**src/rtl/mcpu_pkg.sv**
```systemverilog
// Shared MCPU definitions: field widths, opcodes, writeback selects,
// control-FSM states and the datapath control bundle.
package mcpu_pkg;

    localparam int WORD_SIZE   = 16;
    localparam int OPCODE_SIZE = 4;
    localparam int IMM_SIZE    = 8;

    localparam logic [OPCODE_SIZE-1:0] OP_AND           = 4'd0;
    localparam logic [OPCODE_SIZE-1:0] OP_OR            = 4'd1;
    localparam logic [OPCODE_SIZE-1:0] OP_XOR           = 4'd2;
    localparam logic [OPCODE_SIZE-1:0] OP_ADD           = 4'd3;
    localparam logic [OPCODE_SIZE-1:0] OP_MUL           = 4'd4;
    localparam logic [OPCODE_SIZE-1:0] OP_DIV           = 4'd5;
    localparam logic [OPCODE_SIZE-1:0] OP_SHORT_TO_REG  = 4'd6;
    localparam logic [OPCODE_SIZE-1:0] OP_LOAD_FROM_MEM = 4'd7;
    localparam logic [OPCODE_SIZE-1:0] OP_STORE_TO_MEM  = 4'd8;
    localparam logic [OPCODE_SIZE-1:0] OP_BNZ           = 4'd9;

    localparam logic [1:0] WB_ALU = 2'd0;
    localparam logic [1:0] WB_IMM = 2'd1;
    localparam logic [1:0] WB_MEM = 2'd2;
    localparam logic [1:0] WB_DIV = 2'd3;

    typedef enum logic [2:0] {
        FETCH    = 3'd0,
        DECODE   = 3'd1,
        EXEC     = 3'd2,
        MEM      = 3'd3,
        DIV_WAIT = 3'd4,
        HALT     = 3'd5
    } state_t;

    typedef struct packed {
        logic       mem_addr_sel;
        logic       mem_we;
        logic       rf_we;
        logic [1:0] wb_sel;
        logic       pc_inc;
        logic       pc_load;
        logic       div_start;
    } ctrl_t;

    // Opcodes above BNZ are unassigned and stop the core.
    function automatic logic is_illegal(input logic [OPCODE_SIZE-1:0] op);
        return op > OP_BNZ;
    endfunction

endpackage

```
**src/rtl/mcpu_ctrl_fsm_if.sv**
```systemverilog
// Control-unit <-> datapath bundle. The control unit is the master; the
// datapath (RAM, regfile, ALU, divider, PC) is the slave.
interface mcpu_ctrl_fsm_if #(
    parameter int CNT_WIDTH = 16
);
    import mcpu_pkg::*;

    logic [WORD_SIZE-1:0]   mem_rdata;
    logic                   rf_zero;
    logic                   div_done;
    logic                   mem_addr_sel;
    logic                   mem_we;
    logic [OPCODE_SIZE-1:0] ir_opcode;
    logic [OPCODE_SIZE-1:0] ir_rd;
    logic [OPCODE_SIZE-1:0] ir_rs;
    logic [OPCODE_SIZE-1:0] ir_rt;
    logic [IMM_SIZE-1:0]    ir_imm;
    logic                   rf_we;
    logic [1:0]             wb_sel;
    logic [OPCODE_SIZE-1:0] alu_op;
    logic                   pc_inc;
    logic                   pc_load;
    logic                   div_start;
    logic                   halted;
    logic                   fault;
    logic [CNT_WIDTH-1:0]   instr_count;

    modport master (
        input  mem_rdata, rf_zero, div_done,
        output mem_addr_sel, mem_we, ir_opcode, ir_rd, ir_rs, ir_rt, ir_imm,
               rf_we, wb_sel, alu_op, pc_inc, pc_load, div_start,
               halted, fault, instr_count
    );

    modport slave (
        output mem_rdata, rf_zero, div_done,
        input  mem_addr_sel, mem_we, ir_opcode, ir_rd, ir_rs, ir_rt, ir_imm,
               rf_we, wb_sel, alu_op, pc_inc, pc_load, div_start,
               halted, fault, instr_count
    );

endinterface

```
**src/rtl/mcpu_ctrl_decode.sv**
```systemverilog
// Combinational decode of (state, opcode, rf_zero) into datapath enables.
// DIV_WAIT writeback depends on div_done and is added by the parent.
module mcpu_ctrl_decode
    import mcpu_pkg::*;
(
    input  state_t                 state,
    input  logic [OPCODE_SIZE-1:0] opcode,
    input  logic                   rf_zero,
    output ctrl_t                  ctrl
);

    always_comb begin
        ctrl = '0;
        case (state)
            FETCH: begin
                ctrl.pc_inc = 1'b1;
            end
            DECODE: begin
                ctrl.div_start = (opcode == OP_DIV);
            end
            EXEC: begin
                case (opcode)
                    OP_AND, OP_OR, OP_XOR, OP_ADD, OP_MUL: begin
                        ctrl.rf_we  = 1'b1;
                        ctrl.wb_sel = WB_ALU;
                    end
                    OP_SHORT_TO_REG: begin
                        ctrl.rf_we  = 1'b1;
                        ctrl.wb_sel = WB_IMM;
                    end
                    OP_STORE_TO_MEM: begin
                        ctrl.mem_addr_sel = 1'b1;
                        ctrl.mem_we       = 1'b1;
                    end
                    OP_BNZ: begin
                        ctrl.pc_load = !rf_zero;
                    end
                    // Present the load address one cycle early so RAM data is
                    // ready for writeback in MEM.
                    OP_LOAD_FROM_MEM: begin
                        ctrl.mem_addr_sel = 1'b1;
                    end
                    default: ;
                endcase
            end
            MEM: begin
                ctrl.mem_addr_sel = 1'b1;
                ctrl.rf_we        = 1'b1;
                ctrl.wb_sel       = WB_MEM;
            end
            default: ;
        endcase
    end

endmodule

```
**src/rtl/mcpu_ctrl_fsm.sv**
```systemverilog
// MCPU multi-cycle control unit: instruction register, sequencing FSM,
// divider timeout, sticky halt/fault and retired-instruction counter.
module mcpu_ctrl_fsm
    import mcpu_pkg::*;
#(
    parameter int DIV_MAX_CYCLES = 32,
    parameter int CNT_WIDTH      = 16
) (
    input  logic             clk,
    input  logic             reset,
    mcpu_ctrl_fsm_if.master  bus
);

    localparam int TIMER_W = (DIV_MAX_CYCLES > 2) ? $clog2(DIV_MAX_CYCLES) : 1;
    localparam logic [TIMER_W-1:0] TIMER_LAST = TIMER_W'(DIV_MAX_CYCLES - 1);

    state_t                 state_reg, state_next;
    logic [WORD_SIZE-1:0]   ir_reg;
    logic [TIMER_W-1:0]     timer_reg;
    logic [CNT_WIDTH-1:0]   count_reg;
    logic                   halted_reg;
    logic                   fault_reg;
    logic                   halt_set;
    logic                   fault_set;
    logic                   retire;
    logic [OPCODE_SIZE-1:0] opcode;
    ctrl_t                  dec_ctrl;
    ctrl_t                  ctrl_out;

    assign opcode = ir_reg[WORD_SIZE-1 -: OPCODE_SIZE];

    mcpu_ctrl_decode u_decode (
        .state   (state_reg),
        .opcode  (opcode),
        .rf_zero (bus.rf_zero),
        .ctrl    (dec_ctrl)
    );

    always_comb begin
        state_next = state_reg;
        halt_set   = 1'b0;
        fault_set  = 1'b0;
        case (state_reg)
            FETCH:  state_next = DECODE;
            DECODE: begin
                if (is_illegal(opcode)) begin
                    state_next = HALT;
                    halt_set   = 1'b1;
                end else if (opcode == OP_DIV) begin
                    state_next = DIV_WAIT;
                end else begin
                    state_next = EXEC;
                end
            end
            EXEC:   state_next = (opcode == OP_LOAD_FROM_MEM) ? MEM : FETCH;
            MEM:    state_next = FETCH;
            // A result arriving on the last allowed cycle still counts.
            DIV_WAIT: begin
                if (bus.div_done) begin
                    state_next = FETCH;
                end else if (timer_reg == TIMER_LAST) begin
                    state_next = HALT;
                    halt_set   = 1'b1;
                    fault_set  = 1'b1;
                end
            end
            HALT:    state_next = HALT;
            default: state_next = FETCH;
        endcase
    end

    assign retire = (state_next == FETCH) &&
                    ((state_reg == EXEC) || (state_reg == MEM) || (state_reg == DIV_WAIT));

    always_ff @(posedge clk) begin
        if (!reset) begin
            state_reg  <= FETCH;
            ir_reg     <= '0;
            timer_reg  <= '0;
            count_reg  <= '0;
            halted_reg <= 1'b0;
            fault_reg  <= 1'b0;
        end else begin
            state_reg <= state_next;
            if (state_reg == FETCH) begin
                ir_reg <= bus.mem_rdata;
            end
            timer_reg <= (state_reg == DIV_WAIT && !bus.div_done) ? timer_reg + 1'b1 : '0;
            if (retire && (count_reg != '1)) begin
                count_reg <= count_reg + 1'b1;
            end
            halted_reg <= halted_reg | halt_set;
            fault_reg  <= fault_reg | fault_set;
        end
    end

    // Enables are forced low while reset is held so an aborted instruction
    // cannot write back on the reset edge.
    always_comb begin
        ctrl_out = dec_ctrl;
        if (state_reg == DIV_WAIT && bus.div_done) begin
            ctrl_out.rf_we  = 1'b1;
            ctrl_out.wb_sel = WB_DIV;
        end
        if (!reset) begin
            ctrl_out = '0;
        end
    end

    assign bus.mem_addr_sel = ctrl_out.mem_addr_sel;
    assign bus.mem_we       = ctrl_out.mem_we;
    assign bus.rf_we        = ctrl_out.rf_we;
    assign bus.wb_sel       = ctrl_out.wb_sel;
    assign bus.pc_inc       = ctrl_out.pc_inc;
    assign bus.pc_load      = ctrl_out.pc_load;
    assign bus.div_start    = ctrl_out.div_start;

    assign bus.ir_opcode   = opcode;
    assign bus.ir_rd       = ir_reg[11:8];
    assign bus.ir_rs       = ir_reg[7:4];
    assign bus.ir_rt       = ir_reg[3:0];
    assign bus.ir_imm      = ir_reg[IMM_SIZE-1:0];
    assign bus.alu_op      = opcode;
    assign bus.halted      = halted_reg;
    assign bus.fault       = fault_reg;
    assign bus.instr_count = count_reg;

endmodule

```
**src/flat_wrapper.sv**
```systemverilog
// flat-port wrapper written by rule: the top's interface ports become plain ports
module mcpu_ctrl_fsm_flat import mcpu_pkg::*;
#(
    parameter int DIV_MAX_CYCLES = 32,
    parameter int CNT_WIDTH      = 16
)
  (clk, reset, bus_mem_rdata, bus_rf_zero, bus_div_done, bus_mem_addr_sel, bus_mem_we, bus_ir_opcode, bus_ir_rd, bus_ir_rs, bus_ir_rt, bus_ir_imm, bus_rf_we, bus_wb_sel, bus_alu_op, bus_pc_inc, bus_pc_load, bus_div_start, bus_halted, bus_fault, bus_instr_count);
  mcpu_ctrl_fsm_if #(.CNT_WIDTH(CNT_WIDTH)) bus_i ();
  input  logic clk;
  input  logic reset;
  input wire logic [$bits(bus_i.mem_rdata)-1:0] bus_mem_rdata;
  input wire logic [$bits(bus_i.rf_zero)-1:0] bus_rf_zero;
  input wire logic [$bits(bus_i.div_done)-1:0] bus_div_done;
  output wire logic [$bits(bus_i.mem_addr_sel)-1:0] bus_mem_addr_sel;
  output wire logic [$bits(bus_i.mem_we)-1:0] bus_mem_we;
  output wire logic [$bits(bus_i.ir_opcode)-1:0] bus_ir_opcode;
  output wire logic [$bits(bus_i.ir_rd)-1:0] bus_ir_rd;
  output wire logic [$bits(bus_i.ir_rs)-1:0] bus_ir_rs;
  output wire logic [$bits(bus_i.ir_rt)-1:0] bus_ir_rt;
  output wire logic [$bits(bus_i.ir_imm)-1:0] bus_ir_imm;
  output wire logic [$bits(bus_i.rf_we)-1:0] bus_rf_we;
  output wire logic [$bits(bus_i.wb_sel)-1:0] bus_wb_sel;
  output wire logic [$bits(bus_i.alu_op)-1:0] bus_alu_op;
  output wire logic [$bits(bus_i.pc_inc)-1:0] bus_pc_inc;
  output wire logic [$bits(bus_i.pc_load)-1:0] bus_pc_load;
  output wire logic [$bits(bus_i.div_start)-1:0] bus_div_start;
  output wire logic [$bits(bus_i.halted)-1:0] bus_halted;
  output wire logic [$bits(bus_i.fault)-1:0] bus_fault;
  output wire logic [$bits(bus_i.instr_count)-1:0] bus_instr_count;
  assign bus_i.mem_rdata = bus_mem_rdata;
  assign bus_i.rf_zero = bus_rf_zero;
  assign bus_i.div_done = bus_div_done;
  assign bus_mem_addr_sel = bus_i.mem_addr_sel;
  assign bus_mem_we = bus_i.mem_we;
  assign bus_ir_opcode = bus_i.ir_opcode;
  assign bus_ir_rd = bus_i.ir_rd;
  assign bus_ir_rs = bus_i.ir_rs;
  assign bus_ir_rt = bus_i.ir_rt;
  assign bus_ir_imm = bus_i.ir_imm;
  assign bus_rf_we = bus_i.rf_we;
  assign bus_wb_sel = bus_i.wb_sel;
  assign bus_alu_op = bus_i.alu_op;
  assign bus_pc_inc = bus_i.pc_inc;
  assign bus_pc_load = bus_i.pc_load;
  assign bus_div_start = bus_i.div_start;
  assign bus_halted = bus_i.halted;
  assign bus_fault = bus_i.fault;
  assign bus_instr_count = bus_i.instr_count;
  mcpu_ctrl_fsm #(.DIV_MAX_CYCLES(DIV_MAX_CYCLES), .CNT_WIDTH(CNT_WIDTH)) u_core (.clk(clk), .reset(reset), .bus(bus_i));
endmodule
```
**config.mk**
```make
export PLATFORM = sky130hd
export DESIGN_NAME = mcpu_ctrl_fsm_flat
export DESIGN_NICKNAME = d
export VERILOG_FILES = /design/src/rtl/mcpu_pkg.sv /design/src/rtl/mcpu_ctrl_fsm_if.sv /design/src/rtl/mcpu_ctrl_decode.sv /design/src/rtl/mcpu_ctrl_fsm.sv /design/src/flat_wrapper.sv
export SDC_FILE = /design/constraint.sdc
export NUM_CORES = 1
export LEC_CHECK = 0
export BUFFER_PORTS_ARGS = -buffer_cell sky130_fd_sc_hd__buf_2
export CORE_MARGIN = 4
export CORE_UTILIZATION = 49
export DETAILED_ROUTE_END_ITERATION = 12
export PLACE_DENSITY = 0.83
export SETUP_SLACK_MARGIN = 0.2
export SYNTH_ARGS = -nofsm -noshare
export SYNTH_HDL_FRONTEND = slang
export SYNTH_SLANG_ARGS = --single-unit
```
**constraint.sdc**
```tcl
create_clock -name clk -period 2.1 [get_ports clk]
set_clock_uncertainty 0.15 [all_clocks]
set_input_delay 0.21 -clock clk [delete_from_list [all_inputs] [get_ports clk]]
set_output_delay 0.21 -clock clk [all_outputs]
set_load 0.05 [all_outputs]
```
==> results.cfg, run 1 <==
[run_status]
status = completed

[worst_hold_path]
hold_path_end = u_core.ir_reg[9]$_SDFFE_PN0N_
worstHoldStart = bus_mem_rdata[9]
hp-class = input port to register
min_path_cells = 3

[worst_setup_path]
cp-end-kind = output pin
r2r_slack_ns = 0.26
worst-setup-path-type = register to output pin
cp.arrival_ns = 1.50
ff2ff_path_depth = 5
worst_setup_path_start_kind = register
cp_max_fo = 8
r2r-start = u_core.bus.instr_count[0]$_SDFFE_PN0P_
reg2reg_to = u_core.bus.instr_count[6]$_SDFFE_PN0P_
required_ns = 1.74

[yosys]
synthesis.nets = 277
synth_flop_cell = dfxtp_1
synth.most_common_cell = dfxtp_1
yosysTopAreaCell = dfxtp_1
ys_ff_latch = 42
synth_edf_count = 0
synth_top_area_share_pct = 40.2
async_reset_ff_share_pct = 0
netlist_area_um2 = 2090
seq_area_frac_synth_pct = 40.2
syn_inst = 254
avgSynthCellArea_um2 = 8.23
synth.area.top_cells = dfxtp_1 (40%), a21oi_1 (7.7%), nand2_1 (7.2%)
ys_top_cells_by_count = dfxtp_1 (42), nand2_1 (40), a21oi_1 (32)
synth.distinct_cells = 45
yosysWarnings = 0

[floorplanning]
io-pin-count = 74
die_height_um = 73.3
core_area_um2 = 4060
fp.dieW_um = 73.3
initial_core_util_pct = 51.5
die_area_um2 = 5380
num_rows = 23

[placement]
dp_slack_ns = 0.208
io_buffers = 73
hpwlAfterDp_um = 3730
globalplace.congestion = 0.918

[routing]
vias = 2215
post_drt_via_cell_ratio = 5.77
wl_per_cell_um = 16.2
detail_route.drc_violations = 0
wl_um = 6220
first_iter_violations = 244
antenna_left = 0
first_pass_iters = 4

[clock_network]
clk_latency_ns = 0.30
cts_tree = built
cts_buffers = 5
clock-sinks = 42
htreeDepth = 2
clk_path_buf_depth = 2
ctsRootBufferMaster = clkbuf_8
clkTransAtPathRegs_ns = 0.07

[global_routing]
grt_pass1_wl_um = 8880
grt_start_max_net_pins = 30
antenna_found_initial = 0
grt-ovfl-total = 0
grt_usage_pct = 21.1
grt_pass1_vias = 1936

[pwr]
power_density_nw_per_um2 = 764
leakagePower_nw = 1.27
p_total_w = 0.00221
vdd.ir_drop.worst_mv = 0.359

[sta]
max_slew_margin_pct = 74.2
whs_ns = 0.00227
tightestPinTransition_ns = 0.387
fin_tns_setup_ns = 0
min_period_over_period_pct = 88.5
fin_crit_ns = 1.86
postLayoutSetupSlackWorst_ns = 0.241
setup_viol = 0
report.final.slew_viol_count = 0
fmax_mhz = 538
rsz0062_at_grt = no
hold_violations = 0

[finish]
area_delta_synth_final_pct = 38.4
layout-drive-gt1-share_pct = 41.0
num_antenna_cells = 0
layout.nets = 356

[job]
cap_viol_max_count = 0
per-stage QoR:
| stage | util [%] | std cells | area, um2 |
|---|---|---|---|
| 4_1_cts | 68.7 | 379 | 2790 |
| 2_1_floorplan | - | 254 | 2170 |
| 6_report | 71.3 | 384 | 2890 |
| 3_5_place_dp | 61.8 | 357 | 2510 |
| 5_1_grt | 71.3 | 384 | 2890 |
| 3_3_place_gp | 61.8 | 357 | 2510 |
repair_timing:
| item | in CTS | in global routing |
|---|---|---|
| hold buffers | 13 | 0 |
| endpoints found under the hold margin | 13 | 0 |
| buffers inserted | 0 | 4 |
| pin swaps | 1 | 0 |
| endpoints found under the setup margin | 7 | 15 |
| resized for setup | 10 | 23 |
| cloned | 1 | 1 |
metal layers:
metal  GRT usage [%]  vias to the layer above  part of all wire [%]  wire [um]
met2            34.5                       96                    50       3120
met3            3.83                       17                   8.0        499
met4            10.5                        0                   3.0        189
met5               0                        -                     0          0
met1            26.7                     1032                    39       2420
li1                -                     1070                     -          -
worst max-delay path, stage by stage (launching register included):
cell     delay [ns]
dfxtp_4        0.39
inv_1          0.11
and3_1         0.16
o311a_1        0.34
buf_4          0.20
cells in the final DEF, fill, tap and decap left out, types with 4 or more instances in the layout:
cell and n:
inv_1 7, o31ai_1 8, clkbuf_8 5, dfxtp_4 8
nor2_2 4, dfxtp_2 12, a21oi_1 29, buf_4 13
or4_1 8, nand4_1 6, and3_1 5, nand3_1 6
nor2_1 8, buf_2 67, nand2b_1 6, nand2_1 40
dfxtp_1 22, dlygate4sd3_1 13
cell families (layout without fill, tap and decap cells):
family / after synthesis / in the layout / synth area share [%]
AO/OA/AOI/OAI: 56 / 56 / 16.6
XOR/XNOR: 3 / 3 / 1.26
adder cells (fa/ha/maj): 3 / 3 / 1.80
buffers and inverters: 35 / 113 / 9.81
flip-flops: 42 / 42 / 40.2
multiplexers: 3 / 3 / 1.44
AND/OR/NAND/NOR: 112 / 114 / 28.8
cell type report:
type                       count  area [um2]
multi-input combinational    179        1190
tap                           50        62.6
sequential                    42         886
clock inverter                 1        30.0
fill                         302        1160
clock buffer                   7        76.3
timing repair buffer          98         621
inverter                       7        26.3
power breakdown:
part | internal [W] | switching, W | leakage (nW)
logic | 0.000192 | 0.000492 | 0.863
clock network | 0.000356 | 0.000267 | 0.0524
registers | 0.000847 | 0.0000570 | 0.354
total | 0.00139 | 0.000816 | 1.27
how the worst max path moves through the flow:
| stage | endpoint | from |
|---|---|---|
| after detailed placement | u_core.bus.instr_count[15]$_SDFFE_PN0P_ | u_core.bus.instr_count[0]$_SDFFE_PN0P_ |
| after CTS | bus_mem_addr_sel | u_core.ir_reg[15]$_SDFFE_PN0N_ |
| after global routing | bus_rf_we | u_core.state_reg[2]$_SDFF_PN0_ |
| after global placement | u_core.bus.instr_count[6]$_SDFFE_PN0P_ | u_core.bus.instr_count[0]$_SDFFE_PN0P_ |
| after floorplan | u_core.bus.instr_count[11]$_SDFFE_PN0P_ | u_core.bus.instr_count[13]$_SDFFE_PN0P_ |
| final | bus_mem_addr_sel | u_core.ir_reg[12]$_SDFFE_PN0N_ |
Power figures use the tool's default switching activity.
==> run 2: changes to the inputs <==
Settings changed: CELL_PAD_IN_SITES_DETAIL_PLACEMENT set to 0, CELL_PAD_IN_SITES_GLOBAL_PLACEMENT set to 2, CORE_UTILIZATION 49 to 27, PLACE_DENSITY 0.83 to 0.82, SKIP_LAST_GASP set to 1.
==> run 2 against run 1 <==
Worst hold slack improved by 0.0053 ns. Clock power increased by 5.9%. Routed wire length decreased by 3.2%. Critical path depth unchanged. Register-to-register slack got worse by 0.03 ns. Via count decreased by 4.6%.
==> results.cfg, run 2 (synthesis results as in run 1) <==
[run_status]
status = completed

[sta]
min_period_over_period_pct = 89.6
setup_viol = 0
rsz0062_at_grt = yes
fin_tns_setup_ns = 0
fmax_mhz = 532
max_slew_margin_pct = 62.7
hold_violations = 0
tightestPinTransition_ns = 0.559
fin_crit_ns = 1.88
whs_ns = 0.00760
report.final.slew_viol_count = 0

[floorplanning]
io-pin-count = 74
fp.dieW_um = 96.0
die_height_um = 96.0
num_rows = 31
core_area_um2 = 7370
initial_core_util_pct = 28.4
die_area_um2 = 9220

[global_routing]
grt_start_max_net_pins = 30
grt_pass1_vias = 1884
grt_usage_pct = 13.1
grt-ovfl-total = 0
grt_pass1_wl_um = 9450
antenna_found_initial = 0

[routing]
wl_per_cell_um = 14.0
post_drt_via_cell_ratio = 4.90
wl_um = 6020
antenna_left = 0
first_pass_iters = 4
detail_route.drc_violations = 0
first_iter_violations = 51
vias = 2113

[clock_network]
clk_path_buf_depth = 2
clkTransAtPathRegs_ns = 0.08
cts_tree = built
ctsRootBufferMaster = clkbuf_8
clock-sinks = 42
htreeDepth = 2
clk_latency_ns = 0.29
cts_buffers = 5

[pwr]
power_density_nw_per_um2 = 755
leakagePower_nw = 1.28
vdd.ir_drop.worst_mv = 0.330
p_total_w = 0.00223

[placement]
hpwlAfterDp_um = 4040
io_buffers = 73
dpl-instance-area_um2 = 2570
globalplace.congestion = 0.784

[finish]
finalCoreUtilization_pct = 40.2
layout-drive-gt1-share_pct = 41.3
postLayoutCellArea_um2 = 2960
area_delta_synth_final_pct = 41.7
num_antenna_cells = 0
layout.nets = 355
final_common_cell = buf_2
layout_common_cells = buf_2 (68), nand2_1 (40), a21oi_1 (29)

[worst_setup_path]
required_ns = 1.74
cp.arrival_ns = 1.52
worst-setup-path-type = register to output pin
worst_setup_path_start_kind = register
cp-end-kind = output pin
cp_max_fo = 8

[job]
cap_viol_max_count = 0

[worst_hold_path]
hp-class = input port to register
==> run 2: changes by cell type in the layout (fill, tap and decap cells not counted), sizes merged <==
cell,previous run,this run
clkbuf,9,6
buf,83,84
==> run 2: final timing paths <==
kind                                          start                                     end  slack (ns)  depth (start not counted)
max                  u_core.ir_reg[12]$_SDFFE_PN0N_                        bus_mem_addr_sel        0.22                          4
min                                bus_mem_rdata[6]           u_core.ir_reg[6]$_SDFFE_PN0N_       0.008                          3
max reg2reg  u_core.bus.instr_count[0]$_SDFFE_PN0P_  u_core.bus.instr_count[8]$_SDFFE_PN0P_        0.23                          5
min reg2reg          u_core.timer_reg[0]$_SDFF_PN0_          u_core.timer_reg[0]$_SDFF_PN0_        0.30                          1
==> run 2: worst max-delay path, cell delays in order, from the launching register on <==
cell and delay [ns]:
dfxtp_4 0.40, inv_1 0.11, and3_1 0.17, o311a_1 0.35, buf_4 0.20
==> run 2: report_power, final <==
part	internal, W	switching [W]	total, W	leakage, nW
registers	0.000847	0.0000616	0.000909	0.354
clock network	0.000381	0.000280	0.000660	0.0573
logic	0.000189	0.000477	0.000665	0.867
total	0.00142	0.000818	0.00223	1.28
==> run 2: area by class of cell <==
| type | instances | area (um2) |
|---|---|---|
| Clock buffer | 6 | 82.6 |
| Clock inverter | 1 | 30.0 |
| Fill cell | 803 | 4410 |
| Inverter | 7 | 26.3 |
| Multi-Input combinational cell | 179 | 1200 |
| Sequential cell | 42 | 886 |
| Tap cell | 99 | 124 |
| Timing Repair Buffer | 97 | 614 |
==> run 2: what timing repair did <==
| action | in CTS | in global routing |
|---|---|---|
| cloned | 1 | 1 |
| resized for setup | 18 | 15 |
| buffers inserted | 0 | 3 |
| endpoints found under the setup margin | 13 | 13 |
| pin swaps | 0 | 3 |
| hold endpoints to repair | 12 | 1 |
| hold buffers | 12 | 1 |
==> run 2: stage by stage <==
step	cells	worst slack [ns]
2_1_floorplan	254	0.200
3_3_place_gp	406	0.214
3_5_place_dp	406	0.198
4_1_cts	426	0.187
5_1_grt	431	0.146
6_report	431	0.219
==> run 2: metal layers <==
| layer | vias to the layer above | wire [um] | global-route usage [%] |
|---|---|---|---|
| met2 | 77 | 2720 | 20.8 |
| met4 | 0 | 38 | 2.13 |
| li1 | 1059 | - | - |
| met3 | 4 | 427 | 3.60 |
| met5 | - | 0 | 0 |
| met1 | 973 | 2840 | 17.9 |
